[config.mk]
export PLATFORM = sky130hd
export DESIGN_NAME = inv_mix_columns_iter
export DESIGN_NICKNAME = d
export VERILOG_FILES = /design/src/rtl/aes_inv_pkg.sv /design/src/rtl/inv_mix_col_32bit.sv /design/src/rtl/inv_mix_columns_iter.sv
export SDC_FILE = /design/constraint.sdc
export NUM_CORES = 1
export LEC_CHECK = 0
export BUFFER_PORTS_ARGS = -buffer_cell sky130_fd_sc_hd__buf_4
export CAP_MARGIN = 20
export CORE_ASPECT_RATIO = 2
export CORE_MARGIN = 5
export CORE_UTILIZATION = 30
export DETAILED_ROUTE_END_ITERATION = 8
export SYNTH_ARGS = -nofsm -noshare
export SYNTH_HDL_FRONTEND = slang
export SYNTH_SLANG_ARGS = --single-unit
export TNS_END_PERCENT = 10
[constraint.sdc]
create_clock -name clk -period 3.45 [get_ports clk]
set_input_delay 0.5175 -clock clk [delete_from_list [all_inputs] [get_ports clk]]
set_output_delay 0.5175 -clock clk [all_outputs]
set_load 0.01 [all_outputs]
[src/rtl/aes_inv_pkg.sv]
// Shared types, constants and GF(2^8) helpers for the AES InvMixColumns engine.
package aes_inv_pkg;

  localparam int unsigned STATE_W   = 128;
  localparam int unsigned COL_W     = 32;
  localparam int unsigned BYTE_W    = 8;
  localparam int unsigned COL_IDX_W = 2;

  typedef enum logic [1:0] {
    IDLE = 2'd0,
    RUN  = 2'd1,
    DONE = 2'd2
  } state_e;

  localparam logic [BYTE_W-1:0] COEF_E = 8'h0e;
  localparam logic [BYTE_W-1:0] COEF_B = 8'h0b;
  localparam logic [BYTE_W-1:0] COEF_D = 8'h0d;
  localparam logic [BYTE_W-1:0] COEF_9 = 8'h09;

  // One column, byte a0/b0 in the most significant position.
  typedef struct packed {
    logic [BYTE_W-1:0] b0;
    logic [BYTE_W-1:0] b1;
    logic [BYTE_W-1:0] b2;
    logic [BYTE_W-1:0] b3;
  } col_t;

  // Multiply by x modulo 0x11B.
  function automatic logic [BYTE_W-1:0] xtime(input logic [BYTE_W-1:0] a);
    return {a[BYTE_W-2:0], 1'b0} ^ (a[BYTE_W-1] ? 8'h1b : 8'h00);
  endfunction

  // Multiply by one of the four InvMixColumns coefficients via an xtime chain.
  function automatic logic [BYTE_W-1:0] gf_mul_inv(input logic [BYTE_W-1:0] a,
                                                   input logic [BYTE_W-1:0] coef);
    logic [BYTE_W-1:0] x2, x4, x8, res;
    x2  = xtime(a);
    x4  = xtime(x2);
    x8  = xtime(x4);
    res = '0;
    case (coef)
      COEF_E:  res = x8 ^ x4 ^ x2;
      COEF_B:  res = x8 ^ x2 ^ a;
      COEF_D:  res = x8 ^ x4 ^ a;
      COEF_9:  res = x8 ^ a;
      default: res = '0;
    endcase
    return res;
  endfunction

endpackage

[src/rtl/inv_mix_col_32bit.sv]
// Combinational InvMixColumns transform of a single 32-bit column.
module inv_mix_col_32bit
  import aes_inv_pkg::*;
(
  input  logic [COL_W-1:0] col_i,
  output logic [COL_W-1:0] col_c_o
);

  col_t a;
  col_t b;

  assign a = col_t'(col_i);

  always_comb begin
    b.b0 = gf_mul_inv(a.b0, COEF_E) ^ gf_mul_inv(a.b1, COEF_B) ^
           gf_mul_inv(a.b2, COEF_D) ^ gf_mul_inv(a.b3, COEF_9);
    b.b1 = gf_mul_inv(a.b0, COEF_9) ^ gf_mul_inv(a.b1, COEF_E) ^
           gf_mul_inv(a.b2, COEF_B) ^ gf_mul_inv(a.b3, COEF_D);
    b.b2 = gf_mul_inv(a.b0, COEF_D) ^ gf_mul_inv(a.b1, COEF_9) ^
           gf_mul_inv(a.b2, COEF_E) ^ gf_mul_inv(a.b3, COEF_B);
    b.b3 = gf_mul_inv(a.b0, COEF_B) ^ gf_mul_inv(a.b1, COEF_D) ^
           gf_mul_inv(a.b2, COEF_9) ^ gf_mul_inv(a.b3, COEF_E);
  end

  assign col_c_o = COL_W'(b);

endmodule

[src/rtl/inv_mix_columns_iter.sv]
// Iterative AES InvMixColumns: one column per clock, 128-bit valid/ready in and out.
module inv_mix_columns_iter
  import aes_inv_pkg::*;
(
  input  logic               clk,
  input  logic               rst,
  input  logic               in_valid,
  output logic               in_ready,
  input  logic [STATE_W-1:0] data_in,
  output logic               out_valid,
  input  logic               out_ready,
  output logic [STATE_W-1:0] data_out
);

  state_e               state_q, state_d;
  logic [COL_IDX_W-1:0] col_q, col_d;
  logic [STATE_W-1:0]   work_q, work_d;
  logic                 in_ready_q, out_valid_q;
  logic [COL_W-1:0]     col_sel;
  logic [COL_W-1:0]     col_mix;

  // Column currently addressed by the counter; column 0 is the top word.
  always_comb begin
    col_sel = work_q[127:96];
    case (col_q)
      2'd0: col_sel = work_q[127:96];
      2'd1: col_sel = work_q[95:64];
      2'd2: col_sel = work_q[63:32];
      2'd3: col_sel = work_q[31:0];
      default: col_sel = work_q[127:96];
    endcase
  end

  inv_mix_col_32bit u_col (
    .col_i   (col_sel),
    .col_c_o (col_mix)
  );

  always_comb begin
    state_d = state_q;
    col_d   = col_q;
    work_d  = work_q;
    case (state_q)
      IDLE: begin
        if (in_valid) begin
          work_d  = data_in;
          col_d   = '0;
          state_d = RUN;
        end
      end
      RUN: begin
        case (col_q)
          2'd0: work_d[127:96] = col_mix;
          2'd1: work_d[95:64]  = col_mix;
          2'd2: work_d[63:32]  = col_mix;
          2'd3: work_d[31:0]   = col_mix;
          default: work_d = work_q;
        endcase
        col_d = col_q + COL_IDX_W'(1);
        if (col_q == COL_IDX_W'(3)) begin
          state_d = DONE;
        end
      end
      DONE: begin
        if (out_ready) begin
          state_d = IDLE;
        end
      end
      default: state_d = IDLE;
    endcase
  end

  // Handshake flags are registered alongside the state they decode.
  always_ff @(posedge clk) begin
    if (rst) begin
      state_q     <= IDLE;
      col_q       <= '0;
      work_q      <= '0;
      in_ready_q  <= 1'b1;
      out_valid_q <= 1'b0;
    end else begin
      state_q     <= state_d;
      col_q       <= col_d;
      work_q      <= work_d;
      in_ready_q  <= (state_d == IDLE);
      out_valid_q <= (state_d == DONE);
    end
  end

  assign in_ready  = in_ready_q;
  assign out_valid = out_valid_q;
  assign data_out  = work_q;

endmodule

# Word-level counts from Yosys, hierarchy flattened
# Index checks and enable logic that the tools add are counted.
# W data, S select, Z words.
# totals
register_bits,134
inputBits,132
output_inout_bits,130
wordCells,102
# classes
add_sub_neg,1
eq_ne,11
muxes,25
bitwise,48
reduce_logical,9
# op_table
operator,n
$xor A8 B8 Y8,47
$pmux W128 S2,1
$mux W128,1
$mux W32,4
$pmux W32 S4,1
$mux W5,12
$reduce_and A3 Y1,4
$eq A2 B2 Y1 const B,4
$mux W2,4
$xor A8 B5 Y8,1
$logic_not A2 Y1,3
$ne A2 B1 Y1 const B,3
$pmux W2 S3,1
$eq A2 B1 Y1 const B,2
$ne A2 B2 Y1 const B,2
$pmux W2 S2,1
$add A2 B1 Y2 const B,1
$reduce_and A2 Y1,1
$reduce_bool A2 Y1,1

# Longest topological paths before layout
# logic_depth
depth_word,15
mapped_depth,15

# Cells and area by module
# Synthesis repeated with hierarchy kept, for this count alone.
# unflattened
hier_cells,947
area_unflattened_um2,9034.9
# modules_own_cells
module,instances,cells_per_inst,area_per_inst_um2
inv_mix_columns_iter,1,734,6785.3
inv_mix_col_32bit,1,213,2249.7

# Least setup slack after synthesis
# Ideal clock, no wire load.
# synth_timing
kind,register to register
startpoint,reg col_q[0]
endpoint,"reg work_q[60], in the netlist data_out[60]"
setup_ns,0.096
t_arrival_ns,3.266
required_time_ns,3.354
slack_ns,0.089
path_stages_with_launch,12
cell_sequence,dfxtp_1 ha_1 buf_6 a222oi_1 xor2_1 a21oi_1 xnor2_1 xnor2_1 xnor3_1 xnor2_1 nor2_2 o41ai_2
# synth_between
elab_chain_len,13
word_cells_on_any_way,42
# synth_lines
element,line,rtl
"start, declared",inv_mix_columns_iter.sv:16,"logic [COL_IDX_W-1:0] col_q, col_d;"
"start signal, assigned",inv_mix_columns_iter.sv:83,col_q <= col_d;
"$eq A2 B2 Y1, or another cell as far along",inv_mix_columns_iter.sv:25,case (col_q)
$pmux W32 S4,inv_mix_columns_iter.sv:25,
$xor A8 B8 Y8,aes_inv_pkg.sv:30,"return {a[BYTE_W-2:0], 1'b0} ^ (a[BYTE_W-1] ? 8'h1b : 8'h00);"
$mux W5 or $xor A8 B8 Y8 (tied branches),aes_inv_pkg.sv:30,
$xor A8 B8 Y8 or $mux W5 (tied branches),aes_inv_pkg.sv:30,
$xor A8 B8 Y8,aes_inv_pkg.sv:30,
$xor A8 B8 Y8 (on tied branches) (2 in series),"aes_inv_pkg.sv:42, aes_inv_pkg.sv:43",
$xor A8 B8 Y8 (2 in series),inv_mix_col_32bit.sv:15,"b.b0 = gf_mul_inv(a.b0, COEF_E) ^ gf_mul_inv(a.b1, COEF_B) ^"
$xor A8 B8 Y8,inv_mix_col_32bit.sv:16,"gf_mul_inv(a.b2, COEF_D) ^ gf_mul_inv(a.b3, COEF_9);"
$mux W32,inv_mix_columns_iter.sv:52,case (col_q)
$pmux W128 S2,inv_mix_columns_iter.sv:43,case (state_q)
"end signal, assigned",inv_mix_columns_iter.sv:84,work_q <= work_d;
"end, declared",inv_mix_columns_iter.sv:17,"logic [STATE_W-1:0] work_q, work_d;"
# Several ways; a longest one is shown, not always the timed one. The select of a mux whose other input is x is not followed.
# A chain may end at the register's enable or synchronous reset.

# Worst setup path after layout
# layout_timing
startpoint,reg col_q[1]
endpoint,"reg work_q[4], in the netlist data_out[4]"
# layout_between
elab_chain_len,13
word_cells_on_any_way,42
# layout_lines
element,line,rtl
"$eq A2 B2 Y1, or another cell as far along","inv_mix_columns_iter.sv:25, inv_mix_columns_iter.sv:52",
$pmux W32 S4,inv_mix_columns_iter.sv:25,
$xor A8 B8 Y8,aes_inv_pkg.sv:30,
$mux W5 or $xor A8 B8 Y8 (tied branches),aes_inv_pkg.sv:30,
$xor A8 B8 Y8 or $mux W5 (tied branches),aes_inv_pkg.sv:30,
$xor A8 B8 Y8,aes_inv_pkg.sv:30,
$xor A8 B8 Y8 (on tied branches) (2 in series),"aes_inv_pkg.sv:43, aes_inv_pkg.sv:44",
$xor A8 B8 Y8 (2 in series),inv_mix_col_32bit.sv:21,"b.b3 = gf_mul_inv(a.b0, COEF_B) ^ gf_mul_inv(a.b1, COEF_D) ^"
$xor A8 B8 Y8,inv_mix_col_32bit.sv:22,"gf_mul_inv(a.b2, COEF_9) ^ gf_mul_inv(a.b3, COEF_E);"
$mux W32,inv_mix_columns_iter.sv:52,
$pmux W128 S2,inv_mix_columns_iter.sv:43,
# Several ways; a longest one is shown, not always the timed one. The select of a mux whose other input is x is not followed.

==> results.txt <==
area delta synth->final = 55.9%
WP buf/inv = 6
Clock Sinks = 134
total global routing overflow = 0
CP required = 3.81 ns
drt pass-1 iters = 9
Synth Net Count = 1233
max-slew violation count = 0
post-synthesis cell area = 8960 um^2
H-tree levels = 4
via count = 10200
die area = 33600 um^2
maximum vdd ir drop = 0.000593 V
FP Rows = 89
failing checks = setup timing
Hold Vio Cnt, Final = 0
MaxCap Viol Count = 0
EDFF count, synth = 0
DIE WIDTH = 132 um
CP top delay family = XOR/XNOR gates
Mapped Cells = 1097
slew margin rel. = 30.8%
Worst setup SP type = flop
pin count of the biggest net entering global routing = 101
cts bufs inserted = 17
Max Freq = 0.285 GHz
leak pwr = 5.90 nW
layout cells sized above 1 = 40.9%
Root Driver = clkbuf_16
clock buffer depth = 2
first-pass GRT wire length = 65.9 mm
gp weighted congestion = 1.03
fraction of registers with async set/reset = 0%
fin area = 14000 um^2
Crit-path slowest cell = a222oi_1
Routed WL per cell = 24.7 um
Final Cycle Share = 102%
Final Setup Violations = 8
Overall Power = 0.0158 W
Seq cells post-synth = 134
Place WS = -0.477 ns
min-delay worst type = in -> reg
critical path class = reg -> reg
Via density = 5.47
crit-path max FO = 8
Detailed Route WL = 46.3 mm
Core Box Area = 29500 um^2
post-synthesis sequential area ratio = 29.9%
outcome = finished, violations left
top_reg_cell synth = dfxtp_1
Synth area leaders = dfxtp_1, xnor2_1, nor2_1, a21oi_1, a211oi_1
vias in the first global route = 10400
FILL cells = 2838
Syn Area/Cell = 8.17 um^2
PwrDens = 1130 nW/um^2
count of cell types in the netlist = 38
most common cell in the synthesized netlist = nor2_1
CTS clock-pin slew for the worst setup and hold paths = 0.06 ns
Min Hold Slack = 0.405 ns
Port Buffer Count = 261
crit path cell chain = inv_4 -> ha_4 -> buf_6 -> buf_6 -> a222oi_1 -> buf_4 -> xnor2_2 -> buf_4 -> xor2_1 -> o21ai_2 -> xor2_1 -> buf_4 -> xnor3_1 -> xnor2_2 -> nand2_2 -> a211oi_2
measured slew at the worst slew-check pin = 1.04 ns
IO Pins = 262
Yosys Warn Count = 0
CTS tree = yes
worst setup margin = -0.0615 ns
worst skew pair latency = 0.43 ns
Post-synth top cells = nor2_1, xnor2_1, dfxtp_1, a21oi_1, a211oi_1
most numerous cell on the critical path = buf_4
Largest stage delay, worst path = 0.40 ns
Initial Util = 30.4%
Synth top area share = 29.9%
initial antenna violation count = 0
RSZ-0062 raised after global routing = true
Worst EP arrival = 3.87 ns
minimum clock period = 3.51 ns
DRT antenna net count = 0
Crit. End Element = flop
Total GRT Usage = 26.0%
Post-route DRC = 0
Max Clock Skew = 0.0111 ns
Yosys top cell by area = dfxtp_1
DR iter-0 viols = 994
Die Height = 254 um
Layout Nets = 1632
Final HPWL DP = 36.4 mm
area of placed instances = 12600 um^2
==> tightest hold or removal path, delay by kind of cell <==
| family | cells | cell delay [ns] |
|---|---|---|
| AO/OA/AOI/OAI | 1 | 0.07 |
| AND/OR/NAND/NOR | 1 | 0.10 |
| buffers and inverters | 1 | 0.11 |
==> routing by layer <==
metal,GRT usage [%],vias to the layer above,share of wire [%]
met5,0,-,0
met4,20.6,0,9.0
met3,4.26,176,5.4
met2,45.8,507,52
met1,27.1,4902,34
li1,-,4664,-
==> logic make-up after synthesis <==
family | synth area share [%]
and+or+nand+nor | 14.1
muxes | 1.37
xor gates and xnor gates | 25.4
DFF | 29.9
adders and majority gates | 0.558
AOI/OAI and AO/OA | 23.9
buffers and inverters | 4.70
==> layout make-up <==
cell class | instances | area (um^2) | area share [%]
repair buffers | 474 | 3720 | 26.6
well taps | 364 | 455 | 3.26
diodes | 1 | 2.50 | 0.0179
multi-input cells | 858 | 6480 | 46.4
flip-flops and latches | 134 | 2690 | 19.2
clock inverters | 10 | 95.1 | 0.680
clock buffers | 22 | 484 | 3.46
inverters | 11 | 43.8 | 0.313
==> state kept, by name (all words and copies together), names as in the netlist <==
register and count:
data_out 128, in_ready 1, out_valid 1, state_q 2, col_q 2
==> stage by stage <==
stage	TNS [ns]	utilization, %	std cells
5_1_grt	-2.89	47.3	1873
6_report	-0.206	47.4	1874
3_3_place_gp	-5.17	42.6	1823
4_1_cts	-0.0500	45.2	1856
3_5_place_dp	-7.85	42.6	1823
2_1_floorplan	0	-	1097
==> layout by cell type, fill, tap and decap left out, types with 4 or more instances in the layout <==
master / netlist / layout
buf_4: 0 / 455
nor2_1: 179 / 178
xnor2_1: 177 / 148
dfxtp_1: 134 / 132
a21oi_1: 120 / 108
a211oi_1: 73 / 60
xor2_1: 59 / 52
nand2_1: 46 / 41
a222oi_1: 31 / 31
nand3b_1: 27 / 27
xnor2_2: 3 / 26
o21ai_0: 22 / 20
clkbuf_16: 0 / 19
or3_1: 15 / 15
o41ai_1: 19 / 14
a211oi_2: 0 / 13
a21oi_2: 0 / 12
a2bb2oi_1: 16 / 12
o41ai_2: 6 / 11
mux2i_1: 10 / 9
buf_6: 2 / 9
o21ai_2: 4 / 8
inv_1: 11 / 8
o32ai_1: 7 / 7
buf_12: 0 / 7
nor2b_1: 7 / 6
xnor2_4: 0 / 6
xor2_2: 0 / 6
xnor3_1: 7 / 6
nand2_2: 0 / 5
nor3_1: 5 / 5
a21o_1: 4 / 4
a2bb2oi_2: 0 / 4
clkbuf_8: 0 / 4
==> worst paths after layout <==
| kind | startpoint | endpoint | slack, ns | cells after the start |
|---|---|---|---|---|
| setup / recovery | col_q[1] | data_out[4] | -0.06 | 16 |
| hold / removal | data_in[85] | data_out[85] | 0.40 | 3 |
| hold reg to reg | data_out[16] | data_out[16] | 0.48 | 2 |
| setup reg to reg | col_q[1] | data_out[4] | -0.06 | 16 |
==> power breakdown <==
group	switching, W	internal (W)
clock network	0.000727	0.00107
logic	0.00577	0.00579
registers	0.000500	0.00189
total	0.00700	0.00876
==> repair_timing <==
| item | 4_1_cts | 5_1_grt |
|---|---|---|
| endpoints found under the hold margin | 0 | 0 |
| hold buffers | 0 | 0 |
| setup endpoints to repair | 72 | 119 |
| buffers inserted | 1 | 16 |
| pin swaps | 6 | 39 |
| cloned | 0 | 2 |
| gates resized for setup | 33 | 81 |
(Power assumes the default switching activity.)
